`config.mk`:
```
export PLATFORM = sky130hd
export DESIGN_NAME = frame_scan_ctrl_flat
export DESIGN_NICKNAME = d
export VERILOG_FILES = /design/src/rtl/frame_scan_ctrl_if.sv /design/src/rtl/frame_scan_ctrl.sv /design/src/flat_wrapper.sv
export SDC_FILE = /design/constraint.sdc
export NUM_CORES = 1
export LEC_CHECK = 0
export ABC_AREA = 1
export BUFFER_PORTS_ARGS = -buffer_cell sky130_fd_sc_hd__buf_2
export CORE_MARGIN = 4
export CORE_UTILIZATION = 59
export CTS_CLUSTER_SIZE = 12
export DETAILED_ROUTE_END_ITERATION = 7
export PLACE_DENSITY = 0.81
export SYNTH_ARGS = -nofsm -noshare
export SYNTH_HDL_FRONTEND = slang
export SYNTH_SLANG_ARGS = --single-unit
```
`constraint.sdc`:
```
create_clock -name i_clk -period 4.3 [get_ports i_clk]
set_clock_uncertainty 0.05 [all_clocks]
set_input_delay 0.645 -clock i_clk [delete_from_list [all_inputs] [get_ports i_clk]]
set_output_delay 0.645 -clock i_clk [all_outputs]
set_load 0.05 [all_outputs]
```
`src/rtl/frame_scan_ctrl_if.sv`:
```
// Bus between the frame-scan controller, the frame-buffer read port and the SoC result registers.
// The master side drives start and read data; the slave side is the controller.
interface frame_scan_ctrl_if #(
  parameter int unsigned AW = 15,
  parameter int unsigned DW = 12
);
  logic          start;
  logic          busy;
  logic          done;
  logic [AW-1:0] mem_addr;
  logic [DW-1:0] mem_data;
  logic [AW-1:0] count_red;
  logic [AW-1:0] count_green;
  logic [AW-1:0] count_blue;
  logic [1:0]    dominant;

  modport master (
    output start, mem_data,
    input  busy, done, mem_addr, count_red, count_green, count_blue, dominant
  );

  modport slave (
    input  start, mem_data,
    output busy, done, mem_addr, count_red, count_green, count_blue, dominant
  );
endinterface

```
`src/rtl/frame_scan_ctrl.sv`:
```
// Sweeps the frame buffer once per start request, classifies each RGB444 pixel by colour
// dominance and publishes per-class counts plus a dominant-colour code.
module frame_scan_ctrl #(
  parameter int unsigned CAM_SCREEN_X = 160,
  parameter int unsigned CAM_SCREEN_Y = 120,
  parameter int unsigned AW           = 15,
  parameter int unsigned DW           = 12,
  parameter int unsigned RD_LAT       = 1,
  parameter int unsigned TH           = 2,
  parameter int unsigned MIN_COUNT    = 64
) (
  input  logic               i_clk,
  input  logic               i_rst,
  frame_scan_ctrl_if.slave   bus
);

  localparam int unsigned   N        = CAM_SCREEN_X * CAM_SCREEN_Y;
  localparam logic [AW-1:0] LastAddr = AW'(N - 1);
  localparam logic [AW-1:0] MinCnt   = AW'(MIN_COUNT);
  localparam logic [1:0]    LastDrn  = 2'(RD_LAT - 1);
  localparam logic [4:0]    Th5      = 5'(TH);

  localparam logic [1:0] S_IDLE  = 2'd0;
  localparam logic [1:0] S_SCAN  = 2'd1;
  localparam logic [1:0] S_DRAIN = 2'd2;
  localparam logic [1:0] S_DONE  = 2'd3;

  logic [1:0]        r_state;
  logic [AW-1:0]     r_addr;
  logic [RD_LAT-1:0] r_vld;
  logic [1:0]        r_drain;
  logic [AW-1:0]     r_acc_r, r_acc_g, r_acc_b;
  logic [AW-1:0]     r_cnt_r, r_cnt_g, r_cnt_b;
  logic [1:0]        r_dom;

  logic [4:0]    w_r, w_g, w_b;
  logic          w_pix_vld, w_is_r, w_is_g, w_is_b;
  logic [AW-1:0] w_acc_r_d, w_acc_g_d, w_acc_b_d;
  logic [1:0]    w_dom;

  // Nibbles widened to 5 bits so adding the margin cannot overflow.
  assign w_r       = {1'b0, bus.mem_data[11:8]};
  assign w_g       = {1'b0, bus.mem_data[7:4]};
  assign w_b       = {1'b0, bus.mem_data[3:0]};
  assign w_pix_vld = r_vld[RD_LAT-1];
  assign w_is_r    = (w_r > w_g + Th5) && (w_r > w_b + Th5);
  assign w_is_g    = (w_g > w_r + Th5) && (w_g > w_b + Th5);
  assign w_is_b    = (w_b > w_r + Th5) && (w_b > w_g + Th5);

  assign w_acc_r_d = r_acc_r + {{(AW-1){1'b0}}, w_pix_vld & w_is_r};
  assign w_acc_g_d = r_acc_g + {{(AW-1){1'b0}}, w_pix_vld & w_is_g};
  assign w_acc_b_d = r_acc_b + {{(AW-1){1'b0}}, w_pix_vld & w_is_b};

  always_comb begin
    w_dom = 2'd0;
    if (w_acc_r_d > w_acc_g_d && w_acc_r_d > w_acc_b_d && w_acc_r_d >= MinCnt) begin
      w_dom = 2'd1;
    end else if (w_acc_g_d > w_acc_r_d && w_acc_g_d > w_acc_b_d && w_acc_g_d >= MinCnt) begin
      w_dom = 2'd2;
    end else if (w_acc_b_d > w_acc_r_d && w_acc_b_d > w_acc_g_d && w_acc_b_d >= MinCnt) begin
      w_dom = 2'd3;
    end
  end

  always_ff @(posedge i_clk) begin
    if (i_rst) begin
      r_vld <= '0;
    end else begin
      r_vld[0] <= (r_state == S_SCAN);
      for (int i = 1; i < int'(RD_LAT); i++) begin
        r_vld[i] <= r_vld[i-1];
      end
    end
  end

  always_ff @(posedge i_clk) begin
    if (i_rst) begin
      r_state <= S_IDLE;
      r_addr  <= '0;
      r_drain <= '0;
      r_acc_r <= '0;
      r_acc_g <= '0;
      r_acc_b <= '0;
      r_cnt_r <= '0;
      r_cnt_g <= '0;
      r_cnt_b <= '0;
      r_dom   <= '0;
    end else begin
      r_acc_r <= w_acc_r_d;
      r_acc_g <= w_acc_g_d;
      r_acc_b <= w_acc_b_d;
      case (r_state)
        S_IDLE: begin
          r_addr <= '0;
          if (bus.start) begin
            r_state <= S_SCAN;
            r_acc_r <= '0;
            r_acc_g <= '0;
            r_acc_b <= '0;
          end
        end
        S_SCAN: begin
          if (r_addr == LastAddr) begin
            r_addr  <= '0;
            r_drain <= '0;
            r_state <= S_DRAIN;
          end else begin
            r_addr <= r_addr + 1'b1;
          end
        end
        S_DRAIN: begin
          r_drain <= r_drain + 1'b1;
          // Last pixel lands this cycle, so publish the post-update totals.
          if (r_drain == LastDrn) begin
            r_state <= S_DONE;
            r_cnt_r <= w_acc_r_d;
            r_cnt_g <= w_acc_g_d;
            r_cnt_b <= w_acc_b_d;
            r_dom   <= w_dom;
          end
        end
        default: r_state <= S_IDLE;
      endcase
    end
  end

  assign bus.busy        = (r_state == S_SCAN) || (r_state == S_DRAIN);
  assign bus.done        = (r_state == S_DONE);
  assign bus.mem_addr    = r_addr;
  assign bus.count_red   = r_cnt_r;
  assign bus.count_green = r_cnt_g;
  assign bus.count_blue  = r_cnt_b;
  assign bus.dominant    = r_dom;

endmodule

```
`src/flat_wrapper.sv`:
```
// flat-port wrapper written by rule: the top's interface ports become plain ports
module frame_scan_ctrl_flat 
#(
  parameter int unsigned CAM_SCREEN_X = 160,
  parameter int unsigned CAM_SCREEN_Y = 120,
  parameter int unsigned AW           = 15,
  parameter int unsigned DW           = 12,
  parameter int unsigned RD_LAT       = 1,
  parameter int unsigned TH           = 2,
  parameter int unsigned MIN_COUNT    = 64
)
  (i_clk, i_rst, bus_start, bus_mem_data, bus_busy, bus_done, bus_mem_addr, bus_count_red, bus_count_green, bus_count_blue, bus_dominant);
  frame_scan_ctrl_if #(.AW(AW), .DW(DW)) bus_i ();
  input  logic i_clk;
  input  logic i_rst;
  input wire logic [$bits(bus_i.start)-1:0] bus_start;
  input wire logic [$bits(bus_i.mem_data)-1:0] bus_mem_data;
  output wire logic [$bits(bus_i.busy)-1:0] bus_busy;
  output wire logic [$bits(bus_i.done)-1:0] bus_done;
  output wire logic [$bits(bus_i.mem_addr)-1:0] bus_mem_addr;
  output wire logic [$bits(bus_i.count_red)-1:0] bus_count_red;
  output wire logic [$bits(bus_i.count_green)-1:0] bus_count_green;
  output wire logic [$bits(bus_i.count_blue)-1:0] bus_count_blue;
  output wire logic [$bits(bus_i.dominant)-1:0] bus_dominant;
  assign bus_i.start = bus_start;
  assign bus_i.mem_data = bus_mem_data;
  assign bus_busy = bus_i.busy;
  assign bus_done = bus_i.done;
  assign bus_mem_addr = bus_i.mem_addr;
  assign bus_count_red = bus_i.count_red;
  assign bus_count_green = bus_i.count_green;
  assign bus_count_blue = bus_i.count_blue;
  assign bus_dominant = bus_i.dominant;
  frame_scan_ctrl #(.CAM_SCREEN_X(CAM_SCREEN_X), .CAM_SCREEN_Y(CAM_SCREEN_Y), .AW(AW), .DW(DW), .RD_LAT(RD_LAT), .TH(TH), .MIN_COUNT(MIN_COUNT)) u_core (.i_clk(i_clk), .i_rst(i_rst), .bus(bus_i));
endmodule
```
[Word-level counts from Yosys, hierarchy flattened]
Index checks and enable logic that the tools add are counted.
Cells by class
  multiplexer cells: 17
  $add $sub $neg: 8
  $lt $le $gt $ge: 15
  equality and inequality tests: 7
  reduce and logical (&&, ||, !) cells: 17
  bitwise logic cells: 3
Operators with widths (count)
  $mux W15: 7
  $gt A15 B15 Y1: 6
  $add A15 B1 Y15: 3
  $ge A15 B7 Y1 const B: 3
  $gt A4 B5 Y1: 6
  $pmux W15 S2: 1
  $add A15 B1 Y15 const B: 1
  $add A4 B2 Y5 const B: 3
  $eq A15 B15 Y1 const B: 1
  $mux W2: 7
  $logic_and A1 B1 Y1: 9
  $pmux W2 S3: 1
  $eq A2 B2 Y1 const B: 2
  $logic_not A2 Y1: 2
  $ne A2 B2 Y1 const B: 2
  $pmux W2 S2: 1
  $reduce_and A2 Y1: 2
  $reduce_bool A2 Y1: 2
  $and A1 B1 Y1: 3
  $reduce_and A3 Y1: 1
  $add A2 B1 Y2 const B: 1
  $eq A2 B1 Y1 const B: 1
  $ne A2 B1 Y1 const B: 1
  $logic_or A1 B1 Y1: 1
Word-level totals
  word-level logic and storage cells: 78
  output and inout bits: 64
  register bits after elaboration: 112
  bits of input ports: 15

[Depth between registers and ports, before layout]
  word-level depth: 11
  mapped depth: 29

[Worst setup path after synthesis]
No wires, ideal clock.
  path kind: input to register
  start point: in bus_mem_data[5]
  end point: reg u_core.r_dom[1], in the netlist u_core.bus.dominant[1]
  data required time: 4.183 ns
  slack: 0.473 ns
  stages: 25
  arrival: 3.709 ns
  path through: ha_1 -> inv_1 -> nor2_1 -> nor2_1 -> a221oi_1 -> nor2_1 -> nor4_1 -> ha_1 -> ha_1 -> nand2_2 -> nor2_4 -> nand3_1 -> o21ai_0 -> nand2_1 -> inv_1 -> ha_1 -> a21oi_1 -> nor2_1 -> a211oi_1 -> nand2_1 -> a21oi_1 -> nand3_1 -> nand2_1 -> nand2_1 -> a21oi_2
Between the ends
  word-level cells in the longest chain between the ends: 11
  elaborated cells between the ends (all ways): 32
  those cells by class: add/sub (4); order compare (13); mux (3); bitwise (3); reduce/logical (9)
Ends and longest elaborated chain
  from (decl): line flat_wrapper.sv:17  | input wire logic [$bits(bus_i.mem_data)-1:0] bus_mem_data;
  $add A4 B2 Y5 *: line frame_scan_ctrl.sv:46  | assign w_is_r = (w_r > w_g + Th5) && (w_r > w_b + Th5);
  $gt A4 B5 Y1 *: line frame_scan_ctrl.sv:46
  $logic_and A1 B1 Y1 *: line frame_scan_ctrl.sv:46
  $and A1 B1 Y1 *: line frame_scan_ctrl.sv:50  | assign w_acc_r_d = r_acc_r + {{(AW-1){1'b0}}, w_pix_vld & w_is_r};
  $add A15 B1 Y15 *: line frame_scan_ctrl.sv:50
  named net u_core.w_acc_r_d[12]: line frame_scan_ctrl.sv:38  | logic [AW-1:0] w_acc_r_d, w_acc_g_d, w_acc_b_d;
  $gt A15 B15 Y1: line frame_scan_ctrl.sv:60  | end else if (w_acc_b_d > w_acc_r_d && w_acc_b_d > w_acc_g_d && w_acc_b_d >= MinCnt) begin
  $logic_and A1 B1 Y1 (2 in a row): line frame_scan_ctrl.sv:60
  $mux W2: line frame_scan_ctrl.sv:60
  $mux W2: line frame_scan_ctrl.sv:58  | end else if (w_acc_g_d > w_acc_r_d && w_acc_g_d > w_acc_b_d && w_acc_g_d >= MinCnt) begin
  $mux W2 *: line frame_scan_ctrl.sv:56  | if (w_acc_r_d > w_acc_g_d && w_acc_r_d > w_acc_b_d && w_acc_r_d >= MinCnt) begin
  to (signal assigned): line frame_scan_ctrl.sv:119  | r_dom <= w_dom;
  to (decl): line frame_scan_ctrl.sv:34  | logic [1:0] r_dom;
Mark *: on every way through the listed nets, which the timed path passes. The rest lies on a longest branch.
A chain may end at the register's enable or synchronous reset.

[Worst setup path after layout]
  start point: in bus_mem_data[9]
  end point: reg u_core.r_dom[1], in the netlist u_core.bus.dominant[1]
Between the ends
  word-level cells in the longest chain between the ends: 11
  elaborated cells between the ends (all ways): 32
  those cells by class: add/sub (4); order compare (13); mux (3); bitwise (3); reduce/logical (9)
Ends and longest elaborated chain (line)
  $add A4 B2 Y5: frame_scan_ctrl.sv:47, frame_scan_ctrl.sv:48
  $gt A4 B5 Y1, on equally long branches: frame_scan_ctrl.sv:48, frame_scan_ctrl.sv:47
  $logic_and A1 B1 Y1, on equally long branches: frame_scan_ctrl.sv:48, frame_scan_ctrl.sv:47
  $and A1 B1 Y1, on equally long branches: frame_scan_ctrl.sv:52, frame_scan_ctrl.sv:51
  $add A15 B1 Y15, on equally long branches: frame_scan_ctrl.sv:52, frame_scan_ctrl.sv:51
  $gt A15 B15 Y1: frame_scan_ctrl.sv:60
  $logic_and A1 B1 Y1 (2 in a row): frame_scan_ctrl.sv:60
  $mux W2: frame_scan_ctrl.sv:60
  $mux W2: frame_scan_ctrl.sv:58
  $mux W2 *: frame_scan_ctrl.sv:56
Mark *: on every way between the ends. The rest lies on a longest branch, timed or not.

==> results.sh <==
export IMPL_syn_nets=1013
export IMPL_cts_sink_count=112
export IMPL_layout_common_cells="188 x nand2_1, 126 x inv_1, 113 x nor2_1, 112 x dfxtp_1, 78 x buf_2"
export IMPL_setup_viol=0
export IMPL_synth_edff_count=0
export IMPL_synth_top_family_by_area="simple AND/OR/NAND/NOR gates"
export IMPL_cap_violations=0
export IMPL_finalMaxSlewViolations=0
export IMPL_coreArea_um2=10900
export IMPL_post_route_util_pct=72.9
export IMPL_synth_compound_area_share_pct=14.2
export IMPL_port_buffers=78
export IMPL_firstDrtPassIters=5
export IMPL_die_h_um=114
export IMPL_worst_path_buf_inv=3
export IMPL_wire_per_inst_um=14.7
export IMPL_drt_iter0_drc=599
export IMPL_cts_hold_buf=0
export IMPL_dp_cells=1193
export IMPL_grt_usage_pct=27.7
export IMPL_drive_above_1_share_pct=20.0
export IMPL_final_common_cell="nand2_1"
export IMPL_synthAdderAreaFrac_pct=12.7
export IMPL_synth_xor_area_share_pct=2.91
export IMPL_antenna_cells=0
export IMPL_relSlewSlack_pct=34.5
export IMPL_critical_path_slowest_cell="ha_1"
export IMPL_grt_pass1_vias=6114
export IMPL_vdd_ir_drop_worst_mv=0.440
export IMPL_synth_cell_types=40
export IMPL_placementRows=38
export IMPL_ys_flop_type="dfxtp_1"
export IMPL_fill_cells=887
export IMPL_crit_family="compound AO/OA/AOI/OAI gates"
export IMPL_min_path_type="reg -> reg"
export IMPL_r2r_slack_ps=840
export IMPL_cts_tree="built"
export IMPL_worst_setup_path_start_kind="input pin"
export IMPL_synthMuxAreaShare_pct=0
export IMPL_clockBufferDepth=2
export IMPL_period_share_pct=94.2
export IMPL_cp_required_ps=4580
export IMPL_ys_top_cells_by_area="dfxtp_1 34%, ha_1 13%, nand2_1 11%, inv_1 7.3%, nor2_1 6.5%"
export IMPL_tightest_slew_ps=978
export IMPL_yosysWarnings=0
export IMPL_pin_count=79
export IMPL_power_per_cell_area_nw_per_um2=425
export IMPL_worstPathArrival_ps=4330
export IMPL_grt_max_degree=51
export IMPL_yosysSeqAreaShare_pct=33.9
export IMPL_path_common_cell="nand2_1"
export IMPL_worstSkewPairLatency_ps=390
export IMPL_leakage_uw=0.00398
export IMPL_fmax_ghz=0.247
export IMPL_vias_per_cell=5.42
export IMPL_gp_congestion=1.03
export IMPL_h_tree_depth=3
export IMPL_period_needed_ps=4050
export IMPL_critical_path_class="in -> reg"
export IMPL_clk_pin_slew_ps=110
export IMPL_syn_area_per_cell_um2=7.11
export IMPL_ys_ff_latch=112
export IMPL_ant_nets=0
export IMPL_synth_cells=931
export IMPL_dieArea_um2=13000
export IMPL_nets=1147
export IMPL_end_kind="register"
export IMPL_final_cells=1210
export IMPL_syn_to_final_growth_pct=19.9
export IMPL_post_route_cell_area_um2=7940
export IMPL_fin_total_pwr_uw=3370
export IMPL_worst_path_largest_cell_delay_ps=360
export IMPL_worstPathMaxFanout=4
export IMPL_grt_pass1_wl_mm=28.9
export IMPL_synth_top_area_share_pct=33.9
export IMPL_place_area_um2=7590
export IMPL_clockRootBuffer="clkbuf_8"
export IMPL_overflow=0
export IMPL_numCtsBuffers=9
export IMPL_grt_antenna_before_repair=0
export IMPL_start_util_pct=60.8
export IMPL_die_w_um=114
export IMPL_hpwl_mm=13.6
export IMPL_via_count=6563
export IMPL_status="finished, final reports clean"
export IMPL_wl_mm=17.8
export IMPL_drc=0
export IMPL_synthesis_area_um2=6620
export IMPL_synthArstFlopShare_pct=0
export IMPL_yosys_area_share_simple_pct=27.5
export IMPL_synth_area_leader_cell="dfxtp_1"
export IMPL_final_hold_viol_count=0
-- final timing paths --
check,depth (start not counted),start,end
max,25,bus_mem_data[9],u_core.bus.dominant[1]
min,2,u_core.r_drain[0],u_core.r_drain[0]
max reg2reg,21,u_core.r_vld,u_core.bus.dominant[1]
min reg2reg,2,u_core.r_drain[0],u_core.r_drain[0]
-- routing by layer --
layer / part of all wire [%] / vias to the layer above / global-route usage [%]
li1: - / 3329 / -
met1: 45 / 2957 / 37.9
met2: 45 / 224 / 43.1
met3: 7.1 / 53 / 4.67
met4: 3.5 / 0 / 12.0
met5: 0 / - / 0
-- cells in the mapped netlist, drive strengths merged, types with 6 or more instances --
cell type	n
xor2	17
inv	129
nand3	49
nand2	199
nor3	9
o21ai	48
dfxtp	112
ha	67
o211ai	22
clkbuf	20
a21oi	67
a211oi	6
nor2	127
nand4	23
-- final cells by class --
type	instances	area, um2	share of cell area (%)
multi-input combinational	667	3920	49.3
sequential	112	2240	28.3
tap	140	175	2.21
clock inverter	7	95.1	1.20
clock buffer	9	124	1.56
inverter	129	484	6.10
timing repair buffer	146	901	11.4
-- power by group --
group,total [uW],switching (uW),internal (uW)
Combinational,1360,1060,302
Clock,694,365,329
Sequential,1320,100,1220
Total,3370,1520,1850
-- cells by family after synthesis --
group	after synthesis
AOI/OAI and AO/OA	162
xor gates and xnor gates	22
adders and majority gates	67
buffers and inverters	152
DFF	112
and+or+nand+nor	416
-- registers in the layout, indices dropped and copies added (netlist names) --
name                    cells
u_core.r_vld                1
u_core.bus.count_blue      15
u_core.r_state              2
u_core.r_drain              2
u_core.r_acc_g             15
u_core.bus.count_green     15
u_core.bus.count_red       15
u_core.bus.mem_addr        15
u_core.r_acc_b             15
u_core.r_acc_r             15
u_core.bus.dominant         2
-- metrics by stage --
stage               worst slack [ps]  hold slack [ps]  TNS (ps)
floorplan                        473              391         0
global placement                -361              401      -667
detailed placement              -255              408      -503
CTS                              141              423         0
global route                   -47.6              437     -49.7
finish                           249              423         0
-- worst register-to-register path: stages, from the launching register on --
cell and delay, ps:
dfxtp_1 350, nand2_1 100, nor3_2 190, o21ai_0 110
a31oi_1 210, ha_2 220, ha_2 200, nand3_2 130
nor2_4 190, xor2_2 180, inv_2 110, ha_1 360
a21oi_1 190, o21a_1 140, nand2_1 60, nand4_1 80
nand2_1 60, a21oi_2 130, nand2_1 80, nand2_1 60
nand2_1 60, a21oi_2 150
-- what timing repair did --
| action | in CTS | in global routing |
|---|---|---|
| setup endpoints to repair | 0 | 2 |
| setup buffers | 0 | 1 |
| resized for setup | 0 | 24 |
(Power assumes the default switching activity.)
